===== src/rtl/occ_pkg.sv =====
// Shared types and constants for the multi-gate parking occupancy counter.
package occ_pkg;

  // Per-gate pass tracker states: entry path EN*, exit path EX*.
  typedef enum logic [2:0] {
    IDLE,
    EN1,
    EN2,
    EN3,
    EX1,
    EX2,
    EX3
  } gate_state_t;

  // Sensor pair codes, packed as {outer, inner}; 1 = beam blocked.
  localparam logic [1:0] S_NONE = 2'b00;
  localparam logic [1:0] S_OUT  = 2'b10;
  localparam logic [1:0] S_IN   = 2'b01;
  localparam logic [1:0] S_BOTH = 2'b11;

  // Width needed to hold an occupancy value in 0..capacity.
  function automatic int cnt_width(input int capacity);
    return $clog2(capacity + 1);
  endfunction

endpackage


===== src/rtl/multi_gate_occupancy_gate_detector.sv =====
// gate_detector: synchronizes one gate's outer/inner photosensors and tracks
// a car's pass through the gate, emitting one-cycle entry/exit/error pulses.
module gate_detector
  import occ_pkg::*;
(
  input  logic clk,
  input  logic reset,
  input  logic outer_sw,
  input  logic inner_sw,
  output logic outer_led,
  output logic inner_led,
  output logic enter_pulse,
  output logic exit_pulse,
  output logic seq_err
);

  logic [1:0]  sync1_q, sync1_d;
  logic [1:0]  sync2_q, sync2_d;
  gate_state_t state_q, state_d;
  logic        enter_q, enter_d;
  logic        exit_q, exit_d;
  logic        err_q, err_d;

  // Two-flop synchronizer feed for the raw {outer, inner} sensor pair.
  always_comb begin
    sync1_d = {outer_sw, inner_sw};
    sync2_d = sync1_q;
  end

  // Synchronizer, FSM state and registered event pulses.
  always_ff @(posedge clk or negedge reset) begin
    if (!reset) begin
      sync1_q <= S_NONE;
      sync2_q <= S_NONE;
      state_q <= IDLE;
      enter_q <= 1'b0;
      exit_q  <= 1'b0;
      err_q   <= 1'b0;
    end else begin
      sync1_q <= sync1_d;
      sync2_q <= sync2_d;
      state_q <= state_d;
      enter_q <= enter_d;
      exit_q  <= exit_d;
      err_q   <= err_d;
    end
  end

  // Pass tracker: hold on same code, advance on next code, step back on the
  // previous code (car reverses), drop to IDLE on 00 (aborted pass); anything
  // else is an impossible sensor sequence and raises seq_err.
  always_comb begin
    state_d = state_q;
    enter_d = 1'b0;
    exit_d  = 1'b0;
    err_d   = 1'b0;
    case (state_q)
      IDLE: begin
        case (sync2_q)
          S_NONE:  state_d = IDLE;
          S_OUT:   state_d = EN1;
          S_IN:    state_d = EX1;
          default: begin state_d = IDLE; err_d = 1'b1; end
        endcase
      end
      EN1: begin
        case (sync2_q)
          S_OUT:   state_d = EN1;
          S_BOTH:  state_d = EN2;
          S_NONE:  state_d = IDLE;
          default: begin state_d = IDLE; err_d = 1'b1; end
        endcase
      end
      EN2: begin
        case (sync2_q)
          S_BOTH:  state_d = EN2;
          S_IN:    state_d = EN3;
          S_OUT:   state_d = EN1;
          default: state_d = IDLE;
        endcase
      end
      EN3: begin
        case (sync2_q)
          S_IN:    state_d = EN3;
          S_NONE:  begin state_d = IDLE; enter_d = 1'b1; end
          S_BOTH:  state_d = EN2;
          default: begin state_d = IDLE; err_d = 1'b1; end
        endcase
      end
      EX1: begin
        case (sync2_q)
          S_IN:    state_d = EX1;
          S_BOTH:  state_d = EX2;
          S_NONE:  state_d = IDLE;
          default: begin state_d = IDLE; err_d = 1'b1; end
        endcase
      end
      EX2: begin
        case (sync2_q)
          S_BOTH:  state_d = EX2;
          S_OUT:   state_d = EX3;
          S_IN:    state_d = EX1;
          default: state_d = IDLE;
        endcase
      end
      EX3: begin
        case (sync2_q)
          S_OUT:   state_d = EX3;
          S_NONE:  begin state_d = IDLE; exit_d = 1'b1; end
          S_BOTH:  state_d = EX2;
          default: begin state_d = IDLE; err_d = 1'b1; end
        endcase
      end
      default: state_d = IDLE;
    endcase
  end

  assign outer_led   = sync2_q[1];
  assign inner_led   = sync2_q[0];
  assign enter_pulse = enter_q;
  assign exit_pulse  = exit_q;
  assign seq_err     = err_q;

endmodule


===== src/rtl/multi_gate_occupancy.sv =====
// multi_gate_occupancy: parking-lot occupancy counter fed by NUM_GATES
// two-sensor gates. Entries and exits from all gates are netted each cycle
// and the count is clamped to [0, CAPACITY] with sticky ovf/unf flags.
// Optional feature macro OCC_PEAK_EN adds a peak-occupancy output.
module multi_gate_occupancy
  import occ_pkg::*;
#(
  parameter  int NUM_GATES = 2,
  parameter  int CAPACITY  = 16,
  localparam int CNT_W     = cnt_width(CAPACITY)
) (
  input  logic                 clk,
  input  logic                 reset,
  input  logic [NUM_GATES-1:0] outer_sw,
  input  logic [NUM_GATES-1:0] inner_sw,
  output logic [NUM_GATES-1:0] outer_led,
  output logic [NUM_GATES-1:0] inner_led,
  output logic [NUM_GATES-1:0] enter_pulse,
  output logic [NUM_GATES-1:0] exit_pulse,
  output logic [NUM_GATES-1:0] seq_err,
  output logic [CNT_W-1:0]     count,
  output logic                 full,
  output logic                 empty,
  output logic                 ovf,
  output logic                 unf
`ifdef OCC_PEAK_EN
  ,
  output logic [CNT_W-1:0]     peak
`endif
);

  // Four guard bits cover a net swing of up to +/-8 gates with sign.
  localparam int                       SUM_W = CNT_W + 4;
  localparam logic signed [SUM_W-1:0]  CAP_S = SUM_W'(CAPACITY);
  localparam logic [CNT_W-1:0]         CAP_C = CNT_W'(CAPACITY);

  logic [CNT_W-1:0]        count_q, count_d;
  logic                    ovf_q, ovf_d;
  logic                    unf_q, unf_d;
  logic signed [SUM_W-1:0] net;
  logic signed [SUM_W-1:0] total;

  for (genvar g = 0; g < NUM_GATES; g++) begin : g_gate
    gate_detector u_det (
      .clk         (clk),
      .reset       (reset),
      .outer_sw    (outer_sw[g]),
      .inner_sw    (inner_sw[g]),
      .outer_led   (outer_led[g]),
      .inner_led   (inner_led[g]),
      .enter_pulse (enter_pulse[g]),
      .exit_pulse  (exit_pulse[g]),
      .seq_err     (seq_err[g])
    );
  end

  function automatic logic below_zero(input logic signed [SUM_W-1:0] s);
    return s[SUM_W-1];
  endfunction

  function automatic logic above_cap(input logic signed [SUM_W-1:0] s);
    return !s[SUM_W-1] && (s > CAP_S);
  endfunction

  function automatic logic [CNT_W-1:0] sat_count(input logic signed [SUM_W-1:0] s);
    if (below_zero(s)) begin
      return '0;
    end else if (above_cap(s)) begin
      return CAP_C;
    end
    return s[CNT_W-1:0];
  endfunction

  // Net this cycle's entries against exits, then clamp and flag the excess.
  always_comb begin
    net = '0;
    for (int g = 0; g < NUM_GATES; g++) begin
      net = net + $signed({{(SUM_W-1){1'b0}}, enter_pulse[g]})
                - $signed({{(SUM_W-1){1'b0}}, exit_pulse[g]});
    end
    total   = $signed({4'b0000, count_q}) + net;
    count_d = sat_count(total);
    ovf_d   = ovf_q | above_cap(total);
    unf_d   = unf_q | below_zero(total);
  end

  // Occupancy count and sticky overflow/underflow flags.
  always_ff @(posedge clk or negedge reset) begin
    if (!reset) begin
      count_q <= '0;
      ovf_q   <= 1'b0;
      unf_q   <= 1'b0;
    end else begin
      count_q <= count_d;
      ovf_q   <= ovf_d;
      unf_q   <= unf_d;
    end
  end

  assign count = count_q;
  assign full  = (count_q == CAP_C);
  assign empty = (count_q == '0);
  assign ovf   = ovf_q;
  assign unf   = unf_q;

`ifdef OCC_PEAK_EN
  logic [CNT_W-1:0] peak_q, peak_d;

  // Track the highest occupancy seen since reset.
  always_comb begin
    peak_d = (count_q > peak_q) ? count_q : peak_q;
  end

  // Peak register.
  always_ff @(posedge clk or negedge reset) begin
    if (!reset) begin
      peak_q <= '0;
    end else begin
      peak_q <= peak_d;
    end
  end

  assign peak = peak_q;
`endif

endmodule


===== config.mk =====
export PLATFORM = sky130hd
export DESIGN_NAME = multi_gate_occupancy
export DESIGN_NICKNAME = d
export VERILOG_FILES = /design/src/rtl/occ_pkg.sv /design/src/rtl/multi_gate_occupancy_gate_detector.sv /design/src/rtl/multi_gate_occupancy.sv
export SDC_FILE = /design/constraint.sdc
export NUM_CORES = 1
export LEC_CHECK = 0
export CAP_MARGIN = 15
export CORE_MARGIN = 4
export CORE_UTILIZATION = 45
export DETAILED_ROUTE_END_ITERATION = 8
export PLACE_DENSITY = 0.72
export SYNTH_ARGS = -nofsm -noshare
export SYNTH_HDL_FRONTEND = slang
export SYNTH_SLANG_ARGS = --single-unit

===== constraint.sdc =====
create_clock -name clk -period 5.2 [get_ports clk]
set_input_delay 1.04 -clock clk [delete_from_list [all_inputs] [get_ports clk]]
set_output_delay 1.04 -clock clk [all_outputs]
set_load 0.05 [all_outputs]

After elaboration in Yosys (flattened, before gate mapping)

Cells that the tools add are included.

Output and inout port bits: 19
Word-level logic and storage cells: 93
Input port bits: 6
Bits in registers: 27

$add $sub $neg: 4
Mux-type cells: 35
Equality and inequality tests: 19
Bitwise logic cells: 2
Reductions and logical operators: 17
Order comparisons: 1

Operators by type and width:

| kind                                                                             | number |
|---|---|
| 3-bit one-hot mux with 7 select lines                                            | 2 |
| 3-bit one-hot mux with 2 select lines                                            | 6 |
| 3-bit == test (second input constant)                                            | 6 |
| 3-bit one-hot mux with 3 select lines                                            | 2 |
| 3-bit OR reduction                                                               | 6 |
| 2-bit one-hot mux with 2 select lines                                            | 4 |
| 5-bit 2-to-1 mux                                                                 | 3 |
| 1-bit 2-to-1 mux                                                                 | 14 |
| 3-bit by 2-bit == test with 1-bit output (second input constant)                 | 4 |
| 2-bit one-hot mux with 3 select lines                                            | 2 |
| 2-bit == test (second input constant)                                            | 4 |
| 2-bit OR reduction                                                               | 4 |
| 6-bit by 4-bit adder with 7-bit output                                           | 1 |
| 7-bit by 6-bit greater-than comparator with 1-bit output (second input constant) | 1 |
| 3-bit by 1-bit == test with 1-bit output (second input constant)                 | 2 |
| 3-bit logical NOT                                                                | 2 |
| 1-bit one-hot mux with 3 select lines                                            | 2 |
| 5-bit == test (second input constant)                                            | 1 |
| 5-bit logical NOT                                                                | 1 |
| 2-bit by 1-bit == test with 1-bit output (second input constant)                 | 2 |
| 2-bit logical NOT                                                                | 2 |
| 3-bit by 2-bit subtractor with 4-bit output                                      | 1 |
| 2-bit by 2-bit adder with 3-bit output                                           | 1 |
| 1-bit bitwise OR                                                                 | 2 |
| 3 further kinds                                                                  | 3 |

Logic depth before layout (Yosys ltp)

Gate-level depths: netlist of run 1.

Word-level depth: 9
Gate-level depth with buffers: 12
Mapped depth without buffers: 12

Modules after synthesis

From an unflattened synthesis of run 1, not the netlist that was laid out.

Cells, all modules: 169
Area total of the unflattened synthesis: 1,776.7 um2

Modules (own cells, without submodules):

| module                          | cells each | seq. area each (um2) | times used | area each (um2) |
|---|---|---|---|---|
| multi_gate_occupancy            | 71         | 175.2                | 1          | 650.6 |
| gate_detector (g_gate[0].u_det) | 49         | 250.2                | 1          | 565.5 |
| gate_detector (g_gate[1].u_det) | 49         | 250.2                | 1          | 560.5 |

Worst setup path before layout of run 1

Ideal clock, no wire load.

Kind: reg-to-reg
Start: reg g_gate[0].u_det.exit_q
End: reg count_q[3], in the netlist count[3]
Slack: 2,483 ps
Arrival time: 2,597 ps
Cell stages (with the launch flop): 12
Setup time: 120 ps
Required time: 5,080 ps
Buffers on the path: 0
Cells stage by stage: dfrtp_1 ha_1 ha_1 inv_1 fa_1 inv_1 fa_1 nand2b_1 a21oi_1 xor2_4 o211ai_2 and3b_1

Longest elaborated chain between the ends: 9
Elaborated cells between the ends (all ways): 11
Classes of those cells: add/sub: 4; order compare: 1; mux: 4; reduce/logical: 2

RTL lines:

| item                                                                                          | RTL line                                 | text |
|---|---|---|
| start: declaration                                                                            | multi_gate_occupancy_gate_detector.sv:21 | `logic exit_q, exit_d;` |
| start signal: assignment                                                                      | multi_gate_occupancy_gate_detector.sv:44 | `exit_q <= exit_d;` |
| 1-bit by 1-bit subtractor with 2-bit output (*)                                               | multi_gate_occupancy.sv:79               | `- $signed({{(SUM_W-1){1'b0}}, exit_pulse[g]});` |
| 2-bit by 2-bit adder with 3-bit output (*)                                                    | multi_gate_occupancy.sv:78               | `net = net + $signed({{(SUM_W-1){1'b0}}, enter_pulse[g]})` |
| 3-bit by 2-bit subtractor with 4-bit output (*)                                               | multi_gate_occupancy.sv:79               |  |
| 6-bit by 4-bit adder with 7-bit output (*)                                                    | multi_gate_occupancy.sv:81               | `total = $signed({4'b0000, count_q}) + net;` |
| 7-bit by 6-bit greater-than comparator with 1-bit output or 1-bit logical NOT (tied branches) | multi_gate_occupancy.sv:62               | `return !s[SUM_W-1] && (s > CAP_S);` |
| 1-bit logical AND                                                                             | multi_gate_occupancy.sv:62               |  |
| 1-bit 2-to-1 mux                                                                              | multi_gate_occupancy.sv:68               | `end else if (above_cap(s)) begin` |
| 1-bit 2-to-1 mux                                                                              | multi_gate_occupancy.sv:66               | `if (below_zero(s)) begin` |
| 5-bit 2-to-1 mux (*)                                                                          | multi_gate_occupancy.sv:71               | `return s[CNT_W-1:0];` |
| via count_d[3]                                                                                | multi_gate_occupancy.sv:37               | `logic [CNT_W-1:0] count_q, count_d;` |
| end signal: assignment                                                                        | multi_gate_occupancy.sv:94               | `count_q <= count_d;` |
| end: declaration                                                                              | multi_gate_occupancy.sv:37               |  |

Mark *: on every way through the listed nets, which the timed path passes. The rest lies on a longest branch.

Worst setup path after layout of run 1

Start: reg count_q[1], in the netlist count[1]
End: out empty

Longest elaborated chain between the ends: 1

RTL lines:

| item              | RTL line                    | text |
|---|---|---|
| 5-bit logical NOT | multi_gate_occupancy.sv:102 | `assign empty = (count_q == '0);` |
| end: declaration  | multi_gate_occupancy.sv:23  | `output logic empty,` |

No other way between the ends.

==> results by group, run 1 <==
Setup path
  • Class of the most critical setup path: reg2out
  • Arrival time worst endpoint: 2.07 ns
  • Data required time at the worst endpoint: 4.16 ns
  • Maximum fanout count along the critical path: 3
  • Reg-to-reg slack, setup: 2.35 ns
  • Worst reg-to-reg path cell count: 11
  • CP endpoint: empty
  • R2r endpoint: count[3]$_DFF_PN0_
  • FF-to-FF Start: g_gate[0].u_det.exit_pulse$_DFF_PN0_
  • Category of the worst setup path capture point: output port
  • Startpoint Class: flip-flop
  • Worst setup path startpoint: count[1]$_DFF_PN0_

STA
  • Unrepaired setup endpoints after global routing: false
  • Fin crit period: 3.11 ns
  • Clock Skews: 0.00123 ns
  • Count of endpoints failing setup in the final report: 0
  • Setup WS post-layout: 2.09 ns
  • Slew Viols, Final: 0
  • Final clock period utilization by the worst path: 59.8%
  • Accumulated negative setup slack: 0 ns
  • Count of endpoints failing hold in the final timing report: 0
  • Max transition margin: 66.5%
  • Highest achievable clock rate: 322 MHz
  • Slew @ Worst Pin: 0.501 ns

Logic synthesis
  • Synthesis Warnings: 0
  • Cell Area, Synth: 1810 µm²
  • Yosys top cell by area: sky130_fd_sc_hd__dfrtp_1
  • Sequential element share of the synthesized area: 37.4%
  • Mean cell area of the mapped netlist: 10.0 µm²
  • Syn Inst Count: 180
  • #FFs+latches synth: 27
  • Share of Yosys cell area claimed by the top area cell type: 37.4%
  • Number of flops mapped to enable cells by yosys: 0
  • Top cell types by occurrence after synthesis: sky130_fd_sc_hd__dfrtp_1 (27), sky130_fd_sc_hd__ha_1 (26), sky130_fd_sc_hd__inv_1 (26)
  • Synth unique cells: 40
  • Post-synthesis async set-or-reset flop share: 100%
  • Leading cell type by number of instances after synthesis: sky130_fd_sc_hd__dfrtp_1
  • Prevailing post-synth register cell: sky130_fd_sc_hd__dfrtp_1
  • Main area contributors after synthesis: sky130_fd_sc_hd__dfrtp_1 (37%), sky130_fd_sc_hd__ha_1 (18%), sky130_fd_sc_hd__inv_1 (5.4%), sky130_fd_sc_hd__buf_4 (4.2%), sky130_fd_sc_hd__fa_1 (3.3%)
  • Number of nets produced by synthesis: 215

CTS
  • Number of gates given a new drive strength after cts: 0
  • Post-CTS setup buffer count: 0
  • Number of buffers created by CTS: 3
  • TritonCTS clock tree: yes
  • Sink Count: 27
  • Count of hold-fix buffers inserted at cts: 0
  • Clk pin slew, worst setup/hold paths: 0.09 ns
  • Clock latency of the later-clocked register in the worst-skew pair: 0.26 ns
  • Clock root buffer master: sky130_fd_sc_hd__clkbuf_8
  • Number of buffers on the longest clock path: 2
  • H-tree depth reported by CTS: 1

Place
  • Final RePlAce weighted congestion: 0.961
  • Worst slack, placed: 2.35 ns
  • DP Area: 2020 µm²
  • Port Buf Inserts: 24
  • HPWL reported at the end of detailed placement: 2500 µm

Cells and area
  • Layout net count: 229
  • Ratio of cells with drive above 1 in the final layout: 6.22%
  • Area growth from synthesis to final layout: 14.1%
  • Antenna Cells: 0
  • Final instance area: 2060 µm²

Pwr
  • Static leakage power: 0.974 nW
  • Max IR drop VDD: 0.175 mV
  • Power density of the placed cells: 442 nW/µm²
  • PnR Total Power: 911 µW

Floorplan
  • Die Area: 5100 µm²
  • Die height: 71.4 µm
  • FP Rows: 22
  • Num ports: 25
  • Chip width: 71.4 µm
  • Initial Utilization: 47.9%
  • Core Footprint: 3770 µm²

Detailed routing
  • Met2 routed wirelength: 1600 µm
  • Final routed wire length divided by cell count: 13.1 µm
  • DRT antenna net count: 0
  • Per-cell via count in the routed design: 5.24
  • Routed length on met1: 1390 µm
  • Top layer reached by signal wires: met4
  • Iteration-0 DRC Markers: 38
  • Vias post-DR: 1262
  • Residual DRC: 0
  • Number of optimization iterations in the first detailed-route pass: 5
  • Post-detailed-routing wire length: 3150 µm
  • Met3 routed wirelength: 140 µm

Hold path
  • Path type of the worst min-delay path: reg2reg

Global route
  • Overflow left after global routing: 0
  • Largest net degree at the start of global routing: 28
  • Via count of the first global-routing pass: 1244
  • Total global-route track usage: 13.2%
  • First-pass GRT wire length: 5600 µm
  • Initial antenna violation count: 0

Run
  • Max-cap check violation count: 0

Outcome
  • Outcome: finished, final reports clean
==> cell type report <==
cell class / count / area (µm²)
Fill cell: 325 / 1710
Multi-Input combinational cell: 111 / 937
Sequential cell: 27 / 676
Timing Repair Buffer: 25 / 248
Inverter: 26 / 97.6
Tap cell: 48 / 60.1
Clock buffer: 4 / 45.0
==> critical path, stage by stage (launching register included) <==
cell and delay (ns):
sky130_fd_sc_hd__dfrtp_1 0.40, sky130_fd_sc_hd__nor4_1 0.42, sky130_fd_sc_hd__and2_1 0.19, sky130_fd_sc_hd__clkdlybuf4s50_1 0.80
==> through the flow <==
stage	instances	utilization (%)	hold slack, ns
floorplan	180	-	0.331
detailed placement	237	53.5	0.343
finish	241	54.7	0.358
CTS	241	54.7	0.363
global placement	237	53.5	0.334
global route	241	54.7	0.370
==> registers in the layout, indices dropped and copies added, names as in the netlist, 2 cells and up <==
register                  count
g_gate.u_det.sync1_q          4
g_gate.u_det.seq_err          2
g_gate.u_det.state_q          6
count                         5
g_gate.u_det.enter_pulse      2
g_gate.u_det.sync2_q          4
g_gate.u_det.exit_pulse       2
==> layout by cell type, fill, tap and decap left out, types with 2 or more instances in the layout <==
cell type | Yosys | layout
sky130_fd_sc_hd__nand2b_1 | 4 | 4
sky130_fd_sc_hd__clkbuf_8 | 0 | 3
sky130_fd_sc_hd__o221ai_1 | 2 | 2
sky130_fd_sc_hd__a22oi_1 | 4 | 4
sky130_fd_sc_hd__ha_1 | 26 | 26
sky130_fd_sc_hd__dfrtp_1 | 27 | 27
sky130_fd_sc_hd__mux2i_1 | 2 | 2
sky130_fd_sc_hd__a21o_1 | 2 | 2
sky130_fd_sc_hd__inv_1 | 26 | 26
sky130_fd_sc_hd__a221oi_1 | 3 | 3
sky130_fd_sc_hd__and3b_1 | 2 | 2
sky130_fd_sc_hd__nand2_1 | 7 | 7
sky130_fd_sc_hd__a21oi_1 | 5 | 5
sky130_fd_sc_hd__a211o_1 | 2 | 2
sky130_fd_sc_hd__clkdlybuf4s50_1 | 0 | 24
sky130_fd_sc_hd__o21ai_0 | 7 | 7
sky130_fd_sc_hd__and2_1 | 2 | 2
sky130_fd_sc_hd__nor2_1 | 9 | 9
sky130_fd_sc_hd__and3_1 | 4 | 4
sky130_fd_sc_hd__fa_1 | 3 | 3
sky130_fd_sc_hd__nand3_1 | 4 | 4
sky130_fd_sc_hd__nor2b_1 | 5 | 5
==> per-layer routing <==
layer	GRT usage (%)	up-vias
li1	-	618
met1	17.1	605
met2	22.9	35
met3	2.10	4
met4	3.55	0
met5	0	-
==> how the worst min path moves through the flow <==
stage | from | cells after the start | end
detailed placement | g_gate[0].u_det.sync1_q[1]$_DFF_PN0_ | 0 | g_gate[0].u_det.sync2_q[1]$_DFF_PN0_
global route | g_gate[0].u_det.sync1_q[1]$_DFF_PN0_ | 0 | g_gate[0].u_det.sync2_q[1]$_DFF_PN0_
CTS | g_gate[0].u_det.sync1_q[1]$_DFF_PN0_ | 0 | g_gate[0].u_det.sync2_q[1]$_DFF_PN0_
floorplan | g_gate[0].u_det.sync1_q[0]$_DFF_PN0_ | 0 | g_gate[0].u_det.sync2_q[0]$_DFF_PN0_
finish | g_gate[0].u_det.sync1_q[1]$_DFF_PN0_ | 0 | g_gate[0].u_det.sync2_q[1]$_DFF_PN0_
global placement | g_gate[0].u_det.sync1_q[0]$_DFF_PN0_ | 0 | g_gate[0].u_det.sync2_q[0]$_DFF_PN0_
==> cell families after synthesis <==
| kind of cell | synth area share, % |
|---|---|
| buffers and inverters | 10.8 |
| and+or+nand+nor | 12.0 |
| AOI/OAI and AO/OA | 14.8 |
| muxes | 1.73 |
| adders and majority gates | 21.3 |
| xor gates and xnor gates | 2.01 |
| DFF | 37.4 |
==> report_power, final <==
part / total (mW) / switching [mW] / leakage [nW] / internal (mW)
Sequential: 0.310 / 0.0618 / 0.338 / 0.248
Clock: 0.115 / 0.0606 / 0.0228 / 0.0547
Combinational: 0.486 / 0.290 / 0.613 / 0.195
Total: 0.911 / 0.413 / 0.974 / 0.498
(Power assumes the default switching activity.)
==> run 2: changes to the inputs <==
Settings changed: PLACE_DENSITY 0.72 to 0.74.
Clock period 5.2 ns to 2.5 ns, I/O delays scaled along.
==> results by group, run 2 (same netlist as run 1, synthesis figures left out) <==
Outcome
  • Outcome: finished, violations left (was finished, final reports clean)
  • Violations in the final reports: negative setup slack

Setup path
  • Data required time at the worst endpoint: 2.66 ns (was 4.16 ns)
  • Standard cell with the maximum stage delay on the critical path: sky130_fd_sc_hd__dfrtp_1 (was sky130_fd_sc_hd__clkdlybuf4s50_1)
  • CP Depth: 12 (was 3)
  • Category of the worst setup path capture point: flip-flop (was output port)
  • Startpoint Class: flip-flop (unchanged)
  • Buffers & Inverters on Critical Path: 4 (was 1)
  • Worst reg-to-reg path cell count: 12 (was 11)
  • CP peak stage delay: 0.40 ns (was 0.80 ns)
  • CP endpoint: count[3]$_DFF_PN0_ (was empty)
  • Maximum fanout count along the critical path: 4 (was 3)
  • Worst setup path startpoint: g_gate[0].u_det.enter_pulse$_DFF_PN0_ (was count[1]$_DFF_PN0_)
  • Reg-to-reg slack, setup: -0.06 ns (was 2.35 ns)
  • Arrival time worst endpoint: 2.73 ns (was 2.07 ns)
  • Class of the most critical setup path: reg2reg (was reg2out)
  • Cell class contributing the biggest share of worst-path delay: adder cells (was buffers and inverters)
  • R2r endpoint: count[3]$_DFF_PN0_ (unchanged)
  • Cell Chain, Critical Path: inv_2 -> ha_4 -> ha_4 -> inv_2 -> fa_2 -> a211o_1 -> buf_4 -> buf_4 -> nand2_1 -> a21oi_2 -> o211ai_4 -> and3b_1 (was nor4_1 -> and2_1 -> clkdlybuf4s50_1)
  • FF-to-FF Start: g_gate[0].u_det.enter_pulse$_DFF_PN0_ (was g_gate[0].u_det.exit_pulse$_DFF_PN0_)

STA
  • Unrepaired setup endpoints after global routing: true (was false)
  • Accumulated negative setup slack: -0.131 ns (was 0 ns)
  • Clock Skews: 0.00774 ns (was 0.00123 ns)
  • Count of endpoints failing setup in the final report: 3 (was 0)
  • Slew Viols, Final: 0 (unchanged)
  • Highest achievable clock rate: 390 MHz
  • Final clock period utilization by the worst path: 103%
  • Fin crit period: 2.56 ns
  • Setup WS post-layout: -0.0645 ns (was 2.09 ns)
  • Slew @ Worst Pin: 0.508 ns (was 0.501 ns)
  • WHS: 0.357 ns (was 0.358 ns)
  • Max transition margin: 66.0% (was 66.5%)
  • Count of endpoints failing hold in the final timing report: 0 (unchanged)

Pwr
  • PnR Total Power: 2.11 mW (was 911 µW)
  • Power density of the placed cells: 933 nW/µm² (was 442 nW/µm²)
  • Static leakage power: 1.05 nW (was 0.974 nW)
  • Max IR drop VDD: 0.387 mV (was 0.175 mV)

CTS
  • H-tree depth reported by CTS: 1 (unchanged)
  • Number of buffers on the longest clock path: 2 (unchanged)
  • Sink Count: 27 (unchanged)
  • Clk pin slew, worst setup/hold paths: 0.10 ns (was 0.09 ns)
  • Clock root buffer master: sky130_fd_sc_hd__clkbuf_8 (unchanged)
  • TritonCTS clock tree: yes (unchanged)
  • Clock latency of the later-clocked register in the worst-skew pair: 0.27 ns (was 0.26 ns)
  • Number of buffers created by CTS: 3 (unchanged)

Global route
  • Largest net degree at the start of global routing: 28 (unchanged)
  • Total global-route track usage: 13.9% (was 13.2%)
  • Overflow left after global routing: 0 (unchanged)
  • Via count of the first global-routing pass: 1252 (was 1244)
  • First-pass GRT wire length: 5780 µm (was 5600 µm)
  • Initial antenna violation count: 0 (unchanged)

Cells and area
  • Antenna Cells: 0 (unchanged)
  • Ratio of cells with drive above 1 in the final layout: 21.3% (was 6.22%)
  • FF+latch area: 677 µm² (was 676 µm²)
  • Area of the multi-input gates: 1020 µm² (was 937 µm²)
  • Most common cell after layout, fill and taps aside: sky130_fd_sc_hd__dfrtp_1 (unchanged)
  • Flip-flop count of the largest register, all copies and words added: 6 (unchanged)
  • Area growth from synthesis to final layout: 24.8% (was 14.1%)
  • Layout net count: 243 (was 229)
  • Commonest cells after routing, fill and taps aside: sky130_fd_sc_hd__dfrtp_1 (26), sky130_fd_sc_hd__inv_1 (23), sky130_fd_sc_hd__ha_1 (22), sky130_fd_sc_hd__clkdlybuf4s50_1 (22), sky130_fd_sc_hd__buf_4 (16) (was sky130_fd_sc_hd__dfrtp_1 (27), sky130_fd_sc_hd__inv_1 (26), sky130_fd_sc_hd__ha_1 (26))
  • Post-Route Utilization: 59.9% (was 54.7%)
  • Top register by number of flip-flops: g_gate.u_det.state_q (unchanged)
  • Filler cell count in the final layout: 302 (was 325)
  • Final standard cell count with taps included and fillers excluded: 255 (was 241)
  • Final instance area: 2260 µm² (was 2060 µm²)

Floorplan
  • Die height: 71.4 µm (unchanged)
  • Die Area: 5100 µm² (unchanged)
  • Num ports: 25 (unchanged)
  • Initial Utilization: 47.9% (unchanged)
  • Core Footprint: 3770 µm² (unchanged)
  • FP Rows: 22 (unchanged)
  • Chip width: 71.4 µm (unchanged)

Place
  • Worst slack, placed: -0.120 ns (was 2.35 ns)
  • Number of placed cells counting well taps: 247 (was 237)
  • DP Area: 2110 µm² (was 2020 µm²)
  • Final RePlAce weighted congestion: 0.857 (was 0.961)
  • Port Buf Inserts: 24 (unchanged)
  • HPWL reported at the end of detailed placement: 2600 µm (was 2500 µm)

Detailed routing
  • Residual DRC: 0 (unchanged)
  • Number of optimization iterations in the first detailed-route pass: 4 (was 5)
  • Post-detailed-routing wire length: 3350 µm (was 3150 µm)
  • Final routed wire length divided by cell count: 13.1 µm (about the same)
  • Iteration-0 DRC Markers: 44 (was 38)
  • Per-cell via count in the routed design: 5.17 (was 5.24)
  • Routed length on met1: 1430 µm (was 1390 µm)
  • Met3 routed wirelength: 118 µm (was 140 µm)
  • Vias post-DR: 1319 (was 1262)
  • DRT antenna net count: 0 (unchanged)
  • Met2 routed wirelength: 1750 µm (was 1600 µm)
  • Top layer reached by signal wires: met4 (unchanged)

Run
  • Max-cap check violation count: 0 (unchanged)

Hold path
  • Path type of the worst min-delay path: reg2reg (unchanged)
## run 2: cell types whose count changed in the layout (fill, tap and decap cells not counted), moves of 3 or more
cell / delta
sky130_fd_sc_hd__inv_2: +3
sky130_fd_sc_hd__buf_4: +15
sky130_fd_sc_hd__inv_1: -3
sky130_fd_sc_hd__ha_4: +3
sky130_fd_sc_hd__ha_1: -4
## run 2: layout make-up
class,instances,area share (%)
multi-input combinational,111,45.3
sequential,27,30.0
timing repair buffer,39,15.6
inverter,26,4.32
tap,48,2.66
clock buffer,3,1.83
clock inverter,1,0.333
## run 2: worst min path at each step
stage | startpoint | endpoint | slack [ns] | cells past startpoint
floorplan | reset | count[0]$_DFF_PN0_ | 0.20 | 0
global placement | g_gate[1].u_det.sync1_q[0]$_DFF_PN0_ | g_gate[1].u_det.sync2_q[0]$_DFF_PN0_ | 0.33 | 0
detailed placement | g_gate[0].u_det.sync1_q[1]$_DFF_PN0_ | g_gate[0].u_det.sync2_q[1]$_DFF_PN0_ | 0.33 | 0
CTS | g_gate[0].u_det.sync1_q[1]$_DFF_PN0_ | g_gate[0].u_det.sync2_q[1]$_DFF_PN0_ | 0.36 | 0
global route | g_gate[0].u_det.sync1_q[1]$_DFF_PN0_ | g_gate[0].u_det.sync2_q[1]$_DFF_PN0_ | 0.36 | 0
finish | g_gate[0].u_det.sync1_q[1]$_DFF_PN0_ | g_gate[0].u_det.sync2_q[1]$_DFF_PN0_ | 0.36 | 0
## run 2: worst reg2reg max path, delay by kind of cell (launching register included)
| family | cells | cell delay (ns) |
|---|---|---|
| and+or+nand+nor | 2 | 0.28 |
| buffers and inverters | 4 | 0.37 |
| DFF | 1 | 0.40 |
| adders and majority gates | 3 | 0.78 |
| AOI/OAI and AO/OA | 3 | 0.62 |
## run 2: timing repair
item / in CTS / in global routing
hold buffers: 0 / 0
buffers inserted: 2 / 2
endpoints found under the setup margin: 7 / 7
pin swaps: 5 / 13
gates resized for setup: 2 / 13
## run 2: per-layer routing
| metal | global-route usage, % | up-vias |
|---|---|---|
| li1 | - | 646 |
| met1 | 18.2 | 637 |
| met2 | 23.4 | 32 |
| met3 | 1.96 | 4 |
| met4 | 5.01 | 0 |
| met5 | 0 | - |
## run 2: report_power, final
| part | internal (mW) | switching (mW) |
|---|---|---|
| registers | 0.516 | 0.130 |
| clock network | 0.113 | 0.135 |
| logic | 0.530 | 0.681 |
| total | 1.16 | 0.947 |
==> run 3: changes to the inputs <==
Settings changed: CORE_UTILIZATION 45 to 25, PLACE_DENSITY 0.74 to 0.48.
==> results by group, run 3 (same netlist as run 1, synthesis figures left out) <==
Outcome
  • Outcome: finished, violations left (unchanged)
  • Violations in the final reports: negative setup slack (unchanged)

Detailed routing
  • DRT antenna net count: 0 (unchanged)
  • Final routed wire length divided by cell count: 11.1 µm (was 13.1 µm)
  • Iteration-0 DRC Markers: 20 (was 44)
  • Post-detailed-routing wire length: 3350 µm (about the same)
  • Vias post-DR: 1250 (was 1319)
  • Number of optimization iterations in the first detailed-route pass: 4 (unchanged)
  • Residual DRC: 0 (unchanged)
  • Per-cell via count in the routed design: 4.15 (was 5.17)

Pwr
  • Static leakage power: 1.04 nW (was 1.05 nW)
  • Max IR drop VDD: 0.352 mV (was 0.387 mV)
  • PnR Total Power: 1.98 mW (was 2.11 mW)
  • Power density of the placed cells: 865 nW/µm² (was 933 nW/µm²)

Cells and area
  • Area of the multi-input gates: 1010 µm² (was 1020 µm²)
  • Most common cell after layout, fill and taps aside: sky130_fd_sc_hd__dfrtp_1 (unchanged)
  • Area growth from synthesis to final layout: 26.6% (was 24.8%)
  • Ratio of cells with drive above 1 in the final layout: 20.0% (was 21.3%)
  • Antenna Cells: 0 (unchanged)
  • Flip-flop count of the largest register, all copies and words added: 6 (unchanged)
  • FF+latch area: 677 µm² (unchanged)
  • Commonest cells after routing, fill and taps aside: sky130_fd_sc_hd__dfrtp_1 (26), sky130_fd_sc_hd__inv_1 (22), sky130_fd_sc_hd__ha_1 (22), sky130_fd_sc_hd__clkdlybuf4s50_1 (22), sky130_fd_sc_hd__buf_4 (15) (was sky130_fd_sc_hd__dfrtp_1 (26), sky130_fd_sc_hd__inv_1 (23), sky130_fd_sc_hd__ha_1 (22), sky130_fd_sc_hd__clkdlybuf4s50_1 (22), sky130_fd_sc_hd__buf_4 (16))
  • Filler cell count in the final layout: 747 (was 302)
  • Layout net count: 241 (was 243)
  • Top register by number of flip-flops: g_gate.u_det.state_q (unchanged)

Floorplan
  • Die height: 93.0 µm (was 71.4 µm)
  • Core Footprint: 6910 µm² (was 3770 µm²)
  • Initial Utilization: 26.2% (was 47.9%)
  • Num ports: 25 (unchanged)
  • Die Area: 8660 µm² (was 5100 µm²)
  • FP Rows: 30 (was 22)
  • Chip width: 93.0 µm (was 71.4 µm)

STA
  • Unrepaired setup endpoints after global routing: true (unchanged)
  • Count of endpoints failing setup in the final report: 2 (was 3)
  • Clock Skews: 0.00821 ns (was 0.00774 ns)
  • Final clock period utilization by the worst path: 104% (was 103%)
  • Fin crit period: 2.60 ns (was 2.56 ns)
  • Max transition margin: 66.4% (was 66.0%)
  • Count of endpoints failing hold in the final timing report: 0 (unchanged)
  • Slew Viols, Final: 0 (unchanged)
  • Slew @ Worst Pin: 0.502 ns (was 0.508 ns)
  • Highest achievable clock rate: 385 MHz (was 390 MHz)
  • Setup WS post-layout: -0.0950 ns (was -0.0645 ns)

Setup path
  • Buffers & Inverters on Critical Path: 3 (was 4)
  • Maximum fanout count along the critical path: 4 (unchanged)
  • Category of the worst setup path capture point: flip-flop (unchanged)
  • Standard cell with the maximum stage delay on the critical path: sky130_fd_sc_hd__dfrtp_1 (unchanged)
  • Class of the most critical setup path: reg2reg (unchanged)
  • Reg-to-reg slack, setup: -0.1 ns (was -0.06 ns)
  • Cell Chain, Critical Path: inv_2 -> ha_4 -> ha_4 -> inv_2 -> fa_2 -> inv_2 -> fa_2 -> nand2b_4 -> a21oi_4 -> xor2_4 -> o211ai_2 -> and3b_1 (was inv_2 -> ha_4 -> ha_4 -> inv_2 -> fa_2 -> a211o_1 -> buf_4 -> buf_4 -> nand2_1 -> a21oi_2 -> o211ai_4 -> and3b_1)
  • Arrival time worst endpoint: 2.77 ns (was 2.73 ns)
  • CP peak stage delay: 0.39 ns (was 0.40 ns)
  • Data required time at the worst endpoint: 2.67 ns (was 2.66 ns)
  • Cell class contributing the biggest share of worst-path delay: adder cells (unchanged)
  • Cell with the most instances on the worst path: sky130_fd_sc_hd__inv_2
  • Startpoint Class: flip-flop (unchanged)

Global route
  • Largest net degree at the start of global routing: 28 (unchanged)
  • Initial antenna violation count: 0 (unchanged)
  • First-pass GRT wire length: 5590 µm (was 5780 µm)
  • Overflow left after global routing: 0 (unchanged)
  • Total global-route track usage: 7.95% (was 13.9%)
  • Via count of the first global-routing pass: 1224 (was 1252)

Place
  • Worst slack, placed: -0.134 ns (was -0.120 ns)
  • Port Buf Inserts: 24 (unchanged)
  • Final RePlAce weighted congestion: 0.754 (was 0.857)
  • HPWL reported at the end of detailed placement: 2590 µm (was 2600 µm)

CTS
  • TritonCTS clock tree: yes (unchanged)
  • Clk pin slew, worst setup/hold paths: 0.09 ns (was 0.10 ns)
  • H-tree depth reported by CTS: 1 (unchanged)
  • Count of hold-fix buffers inserted at cts: 0 (unchanged)
  • Clock latency of the later-clocked register in the worst-skew pair: 0.27 ns (about the same)
  • Number of buffers created by CTS: 3 (unchanged)
  • Number of buffers on the longest clock path: 2 (unchanged)
  • Sink Count: 27 (unchanged)
  • Clock root buffer master: sky130_fd_sc_hd__clkbuf_8 (unchanged)

Hold path
  • Path type of the worst min-delay path: reg2reg (unchanged)

Run
  • Max-cap check violation count: 0 (unchanged)
run 3: repair_timing:
action                                  CTS  global route
endpoints found under the setup margin    5             7
gates resized for setup                   1            10
setup buffers                             2             0
pin swaps                                 5             9
run 3: power breakdown:
group | internal (mW) | switching [mW]
clock network | 0.111 | 0.132
logic | 0.477 | 0.614
registers | 0.516 | 0.129
run 3: metal layers:
layer	up-vias	global-route usage, %	wire, µm
met1	581	10.5	1600
met3	2	2.09	176
met4	0	1.47	20
li1	643	-	-
met5	-	0	0
met2	24	13.1	1550
run 3: stage by stage:
| step | util (%) | instance area [µm²] | cells | hold slack [ns] | setup TNS [ns] |
|---|---|---|---|---|---|
| final | 33.1 | 2290 | 301 | 0.354 | -0.114 |
| after global routing | 33.1 | 2290 | 301 | 0.363 | -0.891 |
| after CTS | 32.4 | 2230 | 301 | 0.357 | -0.325 |
| after detailed placement | 31.4 | 2170 | 295 | 0.335 | -0.451 |
| after global placement | 31.4 | 2170 | 295 | 0.333 | -0.284 |
| after floorplan | - | 1830 | 180 | 0.204 | 0 |
run 3: worst paths after layout:
kind                                                             from                                   end  cells past startpoint
worst max-delay path            g_gate[0].u_det.enter_pulse$_DFF_PN0_                    count[3]$_DFF_PN0_                     12
max in group asynchronous                                       reset                    count[1]$_DFF_PN0_                      2
worst max register to register  g_gate[0].u_det.enter_pulse$_DFF_PN0_                    count[3]$_DFF_PN0_                     12
worst min register to register   g_gate[1].u_det.sync1_q[0]$_DFF_PN0_  g_gate[1].u_det.sync2_q[0]$_DFF_PN0_                      0
worst min-delay path             g_gate[1].u_det.sync1_q[0]$_DFF_PN0_  g_gate[1].u_det.sync2_q[0]$_DFF_PN0_                      0
min in group asynchronous                                       reset                         unf$_DFF_PN0_                      2
run 3: worst register-to-register path, stage by stage (launching register included):
cell and delay (ns):
sky130_fd_sc_hd__dfrtp_1 0.39, sky130_fd_sc_hd__inv_2 0.07, sky130_fd_sc_hd__ha_4 0.21, sky130_fd_sc_hd__ha_4 0.23, sky130_fd_sc_hd__inv_2 0.05, sky130_fd_sc_hd__fa_2 0.20, sky130_fd_sc_hd__inv_2 0.04, sky130_fd_sc_hd__fa_2 0.39
sky130_fd_sc_hd__nand2b_4 0.16, sky130_fd_sc_hd__a21oi_4 0.22, sky130_fd_sc_hd__xor2_4 0.10, sky130_fd_sc_hd__o211ai_2 0.24, sky130_fd_sc_hd__and3b_1 0.20
run 3: cell type report:
| type | instances | share of cell area [%] |
|---|---|---|
| flip-flops and latches | 27 | 29.6 |
| clock buffers | 3 | 1.80 |
| repair buffers | 37 | 14.5 |
| multi-input cells | 111 | 44.3 |
| clock inverters | 1 | 0.219 |
| well taps | 96 | 5.25 |
| inverters | 26 | 4.26 |
